$ cat src/rtl/ram_pkg.sv
// Shared types and elaboration helpers for the clearable dual-port RAM.
package ram_pkg;

  typedef enum logic {
    CLEAR = 1'b0,
    IDLE  = 1'b1
  } ram_state_t;

  // Number of write-enable lanes in a word.
  function automatic int lanes(input int word, input int lane);
    return word / lane;
  endfunction

  // Legal when lanes tile the word exactly and the array fits the address space.
  function automatic bit params_ok(input int addr_size, input int word,
                                   input int lane, input int mem);
    return (lane > 0) && (word > 0) && (word % lane == 0) &&
           (mem > 0) && (mem <= (1 << addr_size));
  endfunction

endpackage

$ cat src/rtl/ram_clear_ctrl.sv
// Zero-fill sequencer: walks every word once after reset or on request.
module ram_clear_ctrl
  import ram_pkg::*;
#(
  parameter int ADDR_SIZE   = 4,
  parameter int MEMORY_SIZE = 16
) (
  input  logic                 clk,
  input  logic                 rst,
  input  logic                 cs,
  input  logic                 clr,
  output logic                 busy,
  output logic                 clr_done,
  output logic [ADDR_SIZE-1:0] clr_addr,
  output logic                 clr_we
);

  localparam logic [ADDR_SIZE-1:0] LAST_ADDR = ADDR_SIZE'(MEMORY_SIZE - 1);

  ram_state_t           state_reg, state_next;
  logic [ADDR_SIZE-1:0] clr_ptr_reg, clr_ptr_next;

  always_ff @(posedge clk or posedge rst) begin
    if (rst) begin
      state_reg   <= CLEAR;
      clr_ptr_reg <= '0;
    end else begin
      state_reg   <= state_next;
      clr_ptr_reg <= clr_ptr_next;
    end
  end

  always_comb begin
    state_next   = state_reg;
    clr_ptr_next = clr_ptr_reg;
    busy         = 1'b0;
    clr_done     = 1'b0;
    clr_we       = 1'b0;
    case (state_reg)
      CLEAR: begin
        busy   = 1'b1;
        clr_we = 1'b1;
        if (clr_ptr_reg == LAST_ADDR) begin
          clr_done     = 1'b1;
          state_next   = IDLE;
          clr_ptr_next = '0;
        end else begin
          clr_ptr_next = clr_ptr_reg + 1'b1;
        end
      end
      IDLE: begin
        if (cs && clr) begin
          state_next   = CLEAR;
          clr_ptr_next = '0;
        end
      end
      default: begin
        state_next   = CLEAR;
        clr_ptr_next = '0;
      end
    endcase
  end

  assign clr_addr = clr_ptr_reg;

endmodule

$ cat src/rtl/ram_dp_clr.sv
// Simple dual-port RAM with lane write enables, write-first read bypass,
// out-of-range flagging and a hardware zero-fill engine.
module ram_dp_clr
  import ram_pkg::*;
#(
  parameter int ADDR_SIZE   = 4,
  parameter int WORD_SIZE   = 8,
  parameter int LANE_SIZE   = 4,
  parameter int MEMORY_SIZE = 16
) (
  input  logic                           clk,
  input  logic                           rst,
  input  logic                           cs,
  input  logic                           wr,
  input  logic [ADDR_SIZE-1:0]           wr_addr,
  input  logic [WORD_SIZE/LANE_SIZE-1:0] wr_be,
  input  logic [WORD_SIZE-1:0]           data_in,
  input  logic                           rd,
  input  logic [ADDR_SIZE-1:0]           rd_addr,
  output logic [WORD_SIZE-1:0]           data_out,
  output logic                           rd_valid,
  output logic                           rd_err,
  input  logic                           clr,
  output logic                           busy,
  output logic                           clr_done
);

  localparam int LANES = lanes(WORD_SIZE, LANE_SIZE);
  localparam logic [ADDR_SIZE:0] MEM_LIMIT = (ADDR_SIZE + 1)'(MEMORY_SIZE);

  if (!params_ok(ADDR_SIZE, WORD_SIZE, LANE_SIZE, MEMORY_SIZE)) begin : g_param_err
    $error("ram_dp_clr: illegal ADDR_SIZE/WORD_SIZE/LANE_SIZE/MEMORY_SIZE combination");
  end

  logic [ADDR_SIZE-1:0] clr_addr;
  logic                 clr_we;

  ram_clear_ctrl #(
    .ADDR_SIZE  (ADDR_SIZE),
    .MEMORY_SIZE(MEMORY_SIZE)
  ) u_clear_ctrl (
    .clk     (clk),
    .rst     (rst),
    .cs      (cs),
    .clr     (clr),
    .busy    (busy),
    .clr_done(clr_done),
    .clr_addr(clr_addr),
    .clr_we  (clr_we)
  );

  logic wr_in_range, rd_in_range, take_wr, take_rd;

  assign wr_in_range = {1'b0, wr_addr} < MEM_LIMIT;
  assign rd_in_range = {1'b0, rd_addr} < MEM_LIMIT;
  // clr in the same cycle pre-empts both user ports.
  assign take_wr = !busy && cs && wr && !clr && wr_in_range;
  assign take_rd = !busy && cs && rd && !clr;

  logic [WORD_SIZE-1:0] mem [MEMORY_SIZE];
  logic [ADDR_SIZE-1:0] mem_addr;
  logic [LANES-1:0]     mem_be;
  logic [WORD_SIZE-1:0] mem_data;

  always_comb begin
    mem_addr = wr_addr;
    mem_be   = '0;
    mem_data = data_in;
    if (clr_we) begin
      mem_addr = clr_addr;
      mem_be   = '1;
      mem_data = '0;
    end else if (take_wr) begin
      mem_be = wr_be;
    end
  end

  // The array has no reset; its contents are defined by the clear engine.
  always_ff @(posedge clk) begin
    for (int i = 0; i < LANES; i++) begin
      if (mem_be[i]) begin
        mem[mem_addr][i*LANE_SIZE +: LANE_SIZE] <= mem_data[i*LANE_SIZE +: LANE_SIZE];
      end
    end
  end

  logic [WORD_SIZE-1:0] rd_word, rd_merged;
  logic                 same_addr;

  assign rd_word   = mem[rd_addr];
  assign same_addr = take_wr && (wr_addr == rd_addr);

  for (genvar gi = 0; gi < LANES; gi++) begin : g_bypass
    assign rd_merged[gi*LANE_SIZE +: LANE_SIZE] =
      (same_addr && wr_be[gi]) ? data_in[gi*LANE_SIZE +: LANE_SIZE]
                               : rd_word[gi*LANE_SIZE +: LANE_SIZE];
  end

  always_ff @(posedge clk or posedge rst) begin
    if (rst) begin
      data_out <= '0;
      rd_valid <= 1'b0;
      rd_err   <= 1'b0;
    end else begin
      rd_valid <= take_rd;
      rd_err   <= take_rd && !rd_in_range;
      if (take_rd) begin
        data_out <= rd_in_range ? rd_merged : '0;
      end
    end
  end

endmodule

$ cat config.mk
export PLATFORM = sky130hd
export DESIGN_NAME = ram_dp_clr
export DESIGN_NICKNAME = d
export VERILOG_FILES = /design/src/rtl/ram_pkg.sv /design/src/rtl/ram_clear_ctrl.sv /design/src/rtl/ram_dp_clr.sv
export SDC_FILE = /design/constraint.sdc
export NUM_CORES = 1
export LEC_CHECK = 0
export CAP_MARGIN = 15
export CORE_ASPECT_RATIO = 0.6
export CORE_MARGIN = 2
export CORE_UTILIZATION = 45
export DETAILED_ROUTE_END_ITERATION = 8
export PLACE_DENSITY = 0.75
export SETUP_SLACK_MARGIN = 0.1
export SLEW_MARGIN = 20
export SYNTH_ARGS = -nofsm -noshare
export SYNTH_HDL_FRONTEND = slang
export SYNTH_SLANG_ARGS = --single-unit
$ cat constraint.sdc
create_clock -name clk -period 2.6 [get_ports clk]
set_clock_uncertainty 0.2 [all_clocks]
set_input_delay 0.52 -clock clk [delete_from_list [all_inputs] [get_ports clk]]
set_output_delay 0.52 -clock clk [all_outputs]
set_load 0.005 [all_outputs]
==> results of run 1 <==
==> worst min-delay path by stage <==
stage	startpoint	end	slack (ns)	cells after the start
after floorplan	rst	data_out[0]	0.21	1
after global placement	data_out[7]	data_out[7]	0.31	2
after detailed placement	data_out[7]	data_out[7]	0.34	2
after CTS	rst	data_out[7]	0.28	2
after global routing	rst	data_out[2]	0.32	2
final	rst	data_out[7]	0.26	2
==> cells in the mapped netlist, types with 3 or more instances <==
master    instances  area share [%]
a21oi_1          10            0.83
and2_1            4            0.42
buf_6             3            0.56
clkbuf_1          9            0.56
dfrtp_1          14             5.8
edfxtp_1        128              64
inv_1             8            0.50
mux2_2            3            0.56
mux2i_1          10             1.7
mux4_1           10             4.4
mux4_2           26             9.7
nand2_1          25             1.6
nand3_1           4            0.33
nor2_1           41             2.6
o21ai_1           4            0.33
o221a_1           4            0.75
o221ai_1          3            0.44
o31a_1            4            0.58
or2_2             5            0.52
xor2_1            4            0.58
==> timing repair <==
item | 4_1_cts | 5_1_grt
hold buffers | 0 | 0
gates resized for setup | 5 | 2
setup buffers | 2 | 0
cloned | 0 | 0
hold endpoints to repair | 0 | 0
endpoints found under the setup margin | 1 | 5
==> cell families after synthesis <==
group | count (synthesis) | synth area share (%)
other | 1 | 0.06222
muxes | 49 | 16.30
AOI/OAI and AO/OA | 35 | 4.152
xor gates and xnor gates | 5 | 0.7266
and+or+nand+nor | 88 | 6.477
buffers and inverters | 27 | 2.491
DFF | 142 | 69.59
adders and majority gates | 1 | 0.2076
==> metrics by stage <==
step                total power [mW]  setup TNS (ns)  hold WS [ns]
CTS                            7.428               0        0.2751
finish                         7.458               0        0.2616
detailed placement             4.981          -5.946        0.3372
global placement               4.880          -8.091        0.3122
floorplan                      4.194               0        0.2092
global route                   7.754               0        0.3215
==> metal layers <==
layer  track usage (%)  vias up  routed length (um)  part of all wire (%)
li1                  -     1513                   -                     -
met1             29.68     1800                6084                    44
met2             30.13      230                6040                    44
met3             6.395       24                1396                    10
met4             7.187        0                 252                   1.8
met5                 0        -                   0                     0
==> power groups by stage <==
stage / clock (mW) / combinational [mW] / sequential (mW)
finish: 2.41 / 1.81 / 3.24
global route: 2.52 / 1.96 / 3.27
CTS: 2.43 / 1.77 / 3.23
detailed placement: 0 / 1.70 / 3.28
global placement: 0 / 1.63 / 3.25
floorplan: 0 / 1.01 / 3.18
==> cell type report <==
type | count | area, um2
Fill cell | 979 | 5584
Inverter | 9 | 33.78
Timing Repair Buffer | 70 | 655.6
Clock buffer | 21 | 440.4
Clock inverter | 11 | 141.4
Tap cell | 170 | 212.7
Multi-Input combinational cell | 179 | 1707
Sequential cell | 142 | 4198
==> key figures, run 1 <==
Detailed routing
  – DR WL/cell: 22.88 um
  – Final WL: 13,770 um
  – Via/cell ratio: 5.925
  – First-pass DRT Iterations: 5
  – Residual DRC: 0
  – Post-DRT Antenna Nets: 0
  – Routed via count: 3,567
  – DRT iter0 DRCs: 417

STA
  – Actual slew at the worst max-slew pin: 0.8724 ns
  – Worst setup margin: 0.1265 ns
  – Final hold vios: 0
  – Final min period: 2.474 ns
  – Final setup viols: 0
  – Relative max-transition margin: 41.57%
  – Crit share post-route: 95.14%
  – Fmax: 0.4043 GHz
  – Slew Limit Fails: 0
  – RSZ-0062 raised after global routing: true

Synthesis
  – Mean post-synth cell area: 17.32 um2
  – Syn Inst Count: 348
  – Fraction of registers with async set/reset: 9.859%
  – Synthesized Nets: 373
  – Sequential fraction of the synthesis area: 69.59%
  – Yosys cell types: 43
  – Post-synth EDFFs: 128
  – Mapped Area: 6027 um2
  – Most used DFF post-synth: edfxtp_1
  – YS warnings: 0
  – Synthesis-stage register bit count: 142

Critical path
  – Critical path class: reg2out
  – Reg2reg setup slack: 0.29 ns
  – CP Capture Point: clr_done
  – CP Cell Sequence: nand3_2, nor2_1, clkdlybuf4s50_1
  – Req. time, crit path: 1.88 ns
  – Worst path max stage delay: 0.52 ns
  – Arr. time, crit path: 1.75 ns
  – Startpoint Class: flop
  – CP Max Fanout: 8
  – CP Launch Point: u_clear_ctrl.clr_addr[2]
  – CP Capture Type: primary output
  – R2r endpoint: mem[3][7]
  – Worst path bufs/invs: 1
  – R2r worst-path depth: 5
  – Critical path depth: 3
  – Worst R2R Start: u_clear_ctrl.state_reg
  – CP max-delay cell: dfrtp_1
  – Delay-heaviest family, CP: flip-flops

Global route
  – All-Layer GR Usage: 20.66%
  – First-pass GRT wire length: 21,380 um
  – GR Overflow Total: 0
  – Vias in the first global route: 3,531
  – Initial antenna violation count: 0
  – Largest net degree at the start of global routing: 20

Placed design
  – Placed standard-cell area: 6764 um2
  – I/O Buffers: 34
  – DP Cell Count: 568
  – Global placement routability congestion: 0.9002
  – Final HPWL DP: 9327 um
  – Pre-CTS setup slack: -0.1723 ns

Clock network
  – # H-tree levels: 4
  – Clock Path Buffers: 2
  – Clock transition at path regs: 0.06 ns
  – Total CTS buffers: 17
  – CTS tree: yes
  – CTS sink cnt: 142
  – Root buf cell: clkbuf_16
  – Skew-Pair Late Insertion Delay: 0.42 ns

Pwr
  – Worst IR Drop VDD: 0.4037 mV
  – Sw frac: 28.88%
  – NetSw: 2.154 mW
  – Seq pwr share: 43.4%
  – Power Density: 1009 nW/um2
  – Internal power consumption: 5.304 mW
  – Static leakage: 2.604 nW
  – Clock Power Share: 32.3%
  – Combinational power share: 24.2%

Job
  – Max cap viols: 0

Finish
  – Final instance area: 7388 um2
  – Ant diodes: 0
  – Max FFs per register: 128
  – Commonest non-fill, non-tap cells in the layout: edfxtp_1 (128), nor2_1 (41), clkdlybuf4s50_1 (33), buf_4 (32), mux4_2 (26)
  – Final Util: 56.95%
  – Area added between synthesis and finish: 22.59%
  – Commonest non-fill, non-tap cell in the layout: edfxtp_1
  – Largest reg by FF count: mem
  – Non-filler cells, final: 602
  – Share of cells above drive strength 1: 24.77%
  – Final #Nets: 444

Floorplan
  – CORE AREA: 12,970 um2
  – Die width: 153.4 um
  – Die Ht: 93.65 um
  – Die Area: 14,370 um2
  – Ports: 36
  – Row count: 32
  – Initial Utilization: 46.46%

Min path
  – Type of the tightest min-delay check: in2async

Status
  – Outcome: finished, final reports clean
No activity file was read; power rests on OpenSTA's default activity.
==> run 2, diff against run 1 <==
--- a/config.mk
+++ b/config.mk
@@ -11,6 +11,7 @@
 export CORE_UTILIZATION = 45
 export DETAILED_ROUTE_END_ITERATION = 8
 export PLACE_DENSITY = 0.75
+export RECOVER_POWER = 50
 export SETUP_SLACK_MARGIN = 0.1
 export SLEW_MARGIN = 20
 export SYNTH_ARGS = -nofsm -noshare
==> key figures, run 2 (synthesis results as in run 1) <==
Status
  – Outcome: finished, final reports clean

Clock network
  – Total CTS buffers: 17 (unchanged)
  – Skew-Pair Late Insertion Delay: 0.42 ns (about the same)
  – Root buf cell: clkbuf_16
  – # H-tree levels: 4 (unchanged)
  – CTS tree: yes
  – Clock Path Buffers: 2 (unchanged)
  – Hold_buf cts: 0 (unchanged)
  – Clock transition at path regs: 0.06 ns (about the same)
  – CTS sink cnt: 142 (unchanged)

Critical path
  – CP Cell Sequence: nand3_2, nor2_1, clkdlybuf4s50_1
  – Worst path max stage delay: 0.52 ns (about the same)
  – Startpoint Class: flop
  – Req. time, crit path: 1.88 ns (about the same)
  – Critical path class: reg2out
  – CP max-delay cell: dfrtp_1
  – CP Capture Type: primary output
  – Arr. time, crit path: 1.75 ns (about the same)
  – CP Max Fanout: 8 (unchanged)

Detailed routing
  – Routed via count: 3,548 (-0.53%)
  – DRT iter0 DRCs: 366 (-12%)
  – Via/cell ratio: 5.894 (-0.53%)
  – DR WL/cell: 22.92 um (+0.17%)
  – Post-DRT Antenna Nets: 0 (unchanged)
  – Final WL: 13,800 um (+0.17%)
  – Residual DRC: 0 (unchanged)
  – First-pass DRT Iterations: 6 (+1)

Job
  – Max cap viols: 0 (unchanged)

Floorplan
  – CORE AREA: 12,970 um2 (unchanged)
  – Die Area: 14,370 um2 (unchanged)
  – Ports: 36 (unchanged)
  – Die width: 153.4 um (unchanged)
  – Initial Utilization: 46.46% (unchanged)
  – Die Ht: 93.65 um (unchanged)
  – Row count: 32 (unchanged)

Finish
  – Commonest non-fill, non-tap cell in the layout: edfxtp_1
  – Final Util: 56.87% (-0.087 points)
  – Final #Nets: 444 (unchanged)
  – Largest reg by FF count: mem
  – Max FFs per register: 128 (unchanged)
  – Commonest non-fill, non-tap cells in the layout: edfxtp_1 (128), nor2_1 (41), clkdlybuf4s50_1 (31), buf_4 (29), mux4_2 (26)
  – Share of cells above drive strength 1: 24.07% (-0.69 points)
  – Area added between synthesis and finish: 22.40%
  – Non-filler cells, final: 602 (unchanged)
  – Ant diodes: 0 (unchanged)

Global route
  – All-Layer GR Usage: 20.66% (unchanged)
  – Initial antenna violation count: 0 (unchanged)
  – Largest net degree at the start of global routing: 20 (unchanged)
  – GR Overflow Total: 0 (unchanged)
  – Vias in the first global route: 3,531 (unchanged)
  – First-pass GRT wire length: 21,380 um (unchanged)

STA
  – Fmax: 0.4054 GHz (+0.27%)
  – Relative max-transition margin: 31.70% (-9.9 points)
  – Worst setup margin: 0.1331 ns (+0.006633 ns)
  – RSZ-0062 raised after global routing: true
  – Final setup viols: 0 (unchanged)
  – Crit share post-route: 94.88% (-0.26 points)
  – Hold slack final: 0.3565 ns (+0.09486 ns)
  – Final hold vios: 0 (unchanged)
  – Final min period: 2.467 ns (-0.006633 ns)
  – Actual slew at the worst max-slew pin: 1.024 ns (+0.1516 ns)
  – Slew Limit Fails: 0 (unchanged)

Placed design
  – DP Cell Count: 568 (unchanged)
  – Global placement routability congestion: 0.9002 (unchanged)
  – Pre-CTS setup slack: -0.1723 ns (unchanged)
  – Final HPWL DP: 9327 um (unchanged)
  – I/O Buffers: 34 (unchanged)

Pwr
  – Static leakage: 2.589 nW (-0.57%)
  – Power Density: 1009 nW/um2 (about the same)
  – Worst IR Drop VDD: 0.4033 mV (-0.11%)

Min path
  – Type of the tightest min-delay check: reg2reg
run 2: cell type report:
type / count / area, um2
Tap cell: 170 / 212.7
Clock inverter: 11 / 141.4
Sequential cell: 142 / 4198
Timing Repair Buffer: 70 / 644.4
Clock buffer: 21 / 440.4
Fill cell: 980 / 5595
Multi-Input combinational cell: 179 / 1707
Inverter: 9 / 33.78
run 2: worst paths after layout:
| path | depth (start not counted) | endpoint | slack (ns) | start |
|---|---|---|---|---|
| max in group asynchronous | 2 | u_clear_ctrl.state_reg | 1.39 | rst |
| min in group asynchronous | 2 | data_out[2] | 0.40 | rst |
| max | 3 | clr_done | 0.13 | u_clear_ctrl.clr_addr[2] |
| max reg2reg | 5 | mem[3][6] | 0.29 | u_clear_ctrl.state_reg |
| min | 2 | data_out[6] | 0.36 | data_out[6] |
| min reg2reg | 2 | data_out[6] | 0.36 | data_out[6] |
run 2: through the flow:
step / cell area, um2 / TNS, ns / power (mW)
final: 7377 / 0 / 7.446
after floorplan: 6027 / 0 / 4.194
after global routing: 7377 / 0 / 7.746
after global placement: 6764 / -8.091 / 4.880
after detailed placement: 6764 / -5.946 / 4.981
after CTS: 7372 / 0 / 7.428
run 2: report_power, final:
group          leakage (nW)  switching [mW]  internal [mW]
registers              1.35           0.191           3.05
logic                 0.956            1.05          0.745
clock network         0.279           0.908           1.50
run 2: worst max-delay path, delay by kind of cell (launching register included):
kind	cells	cell delay [ns]
flip-flops	1	0.52
buffers and inverters	1	0.51
AND/OR/NAND/NOR	2	0.30
run 2: layer usage:
layer / global-route usage [%] / wire, um / up-vias
met5: 0 / 0 / -
met4: 7.187 / 220 / 0
met3: 6.395 / 1261 / 20
met2: 30.13 / 6054 / 218
met1: 29.68 / 6261 / 1795
li1: - / - / 1515
run 2: repair_timing:
item / in CTS / in global routing
setup endpoints to repair: 1 / 5
endpoints found under the hold margin: 0 / 0
resized for setup: 5 / 2
buffers inserted: 2 / 0
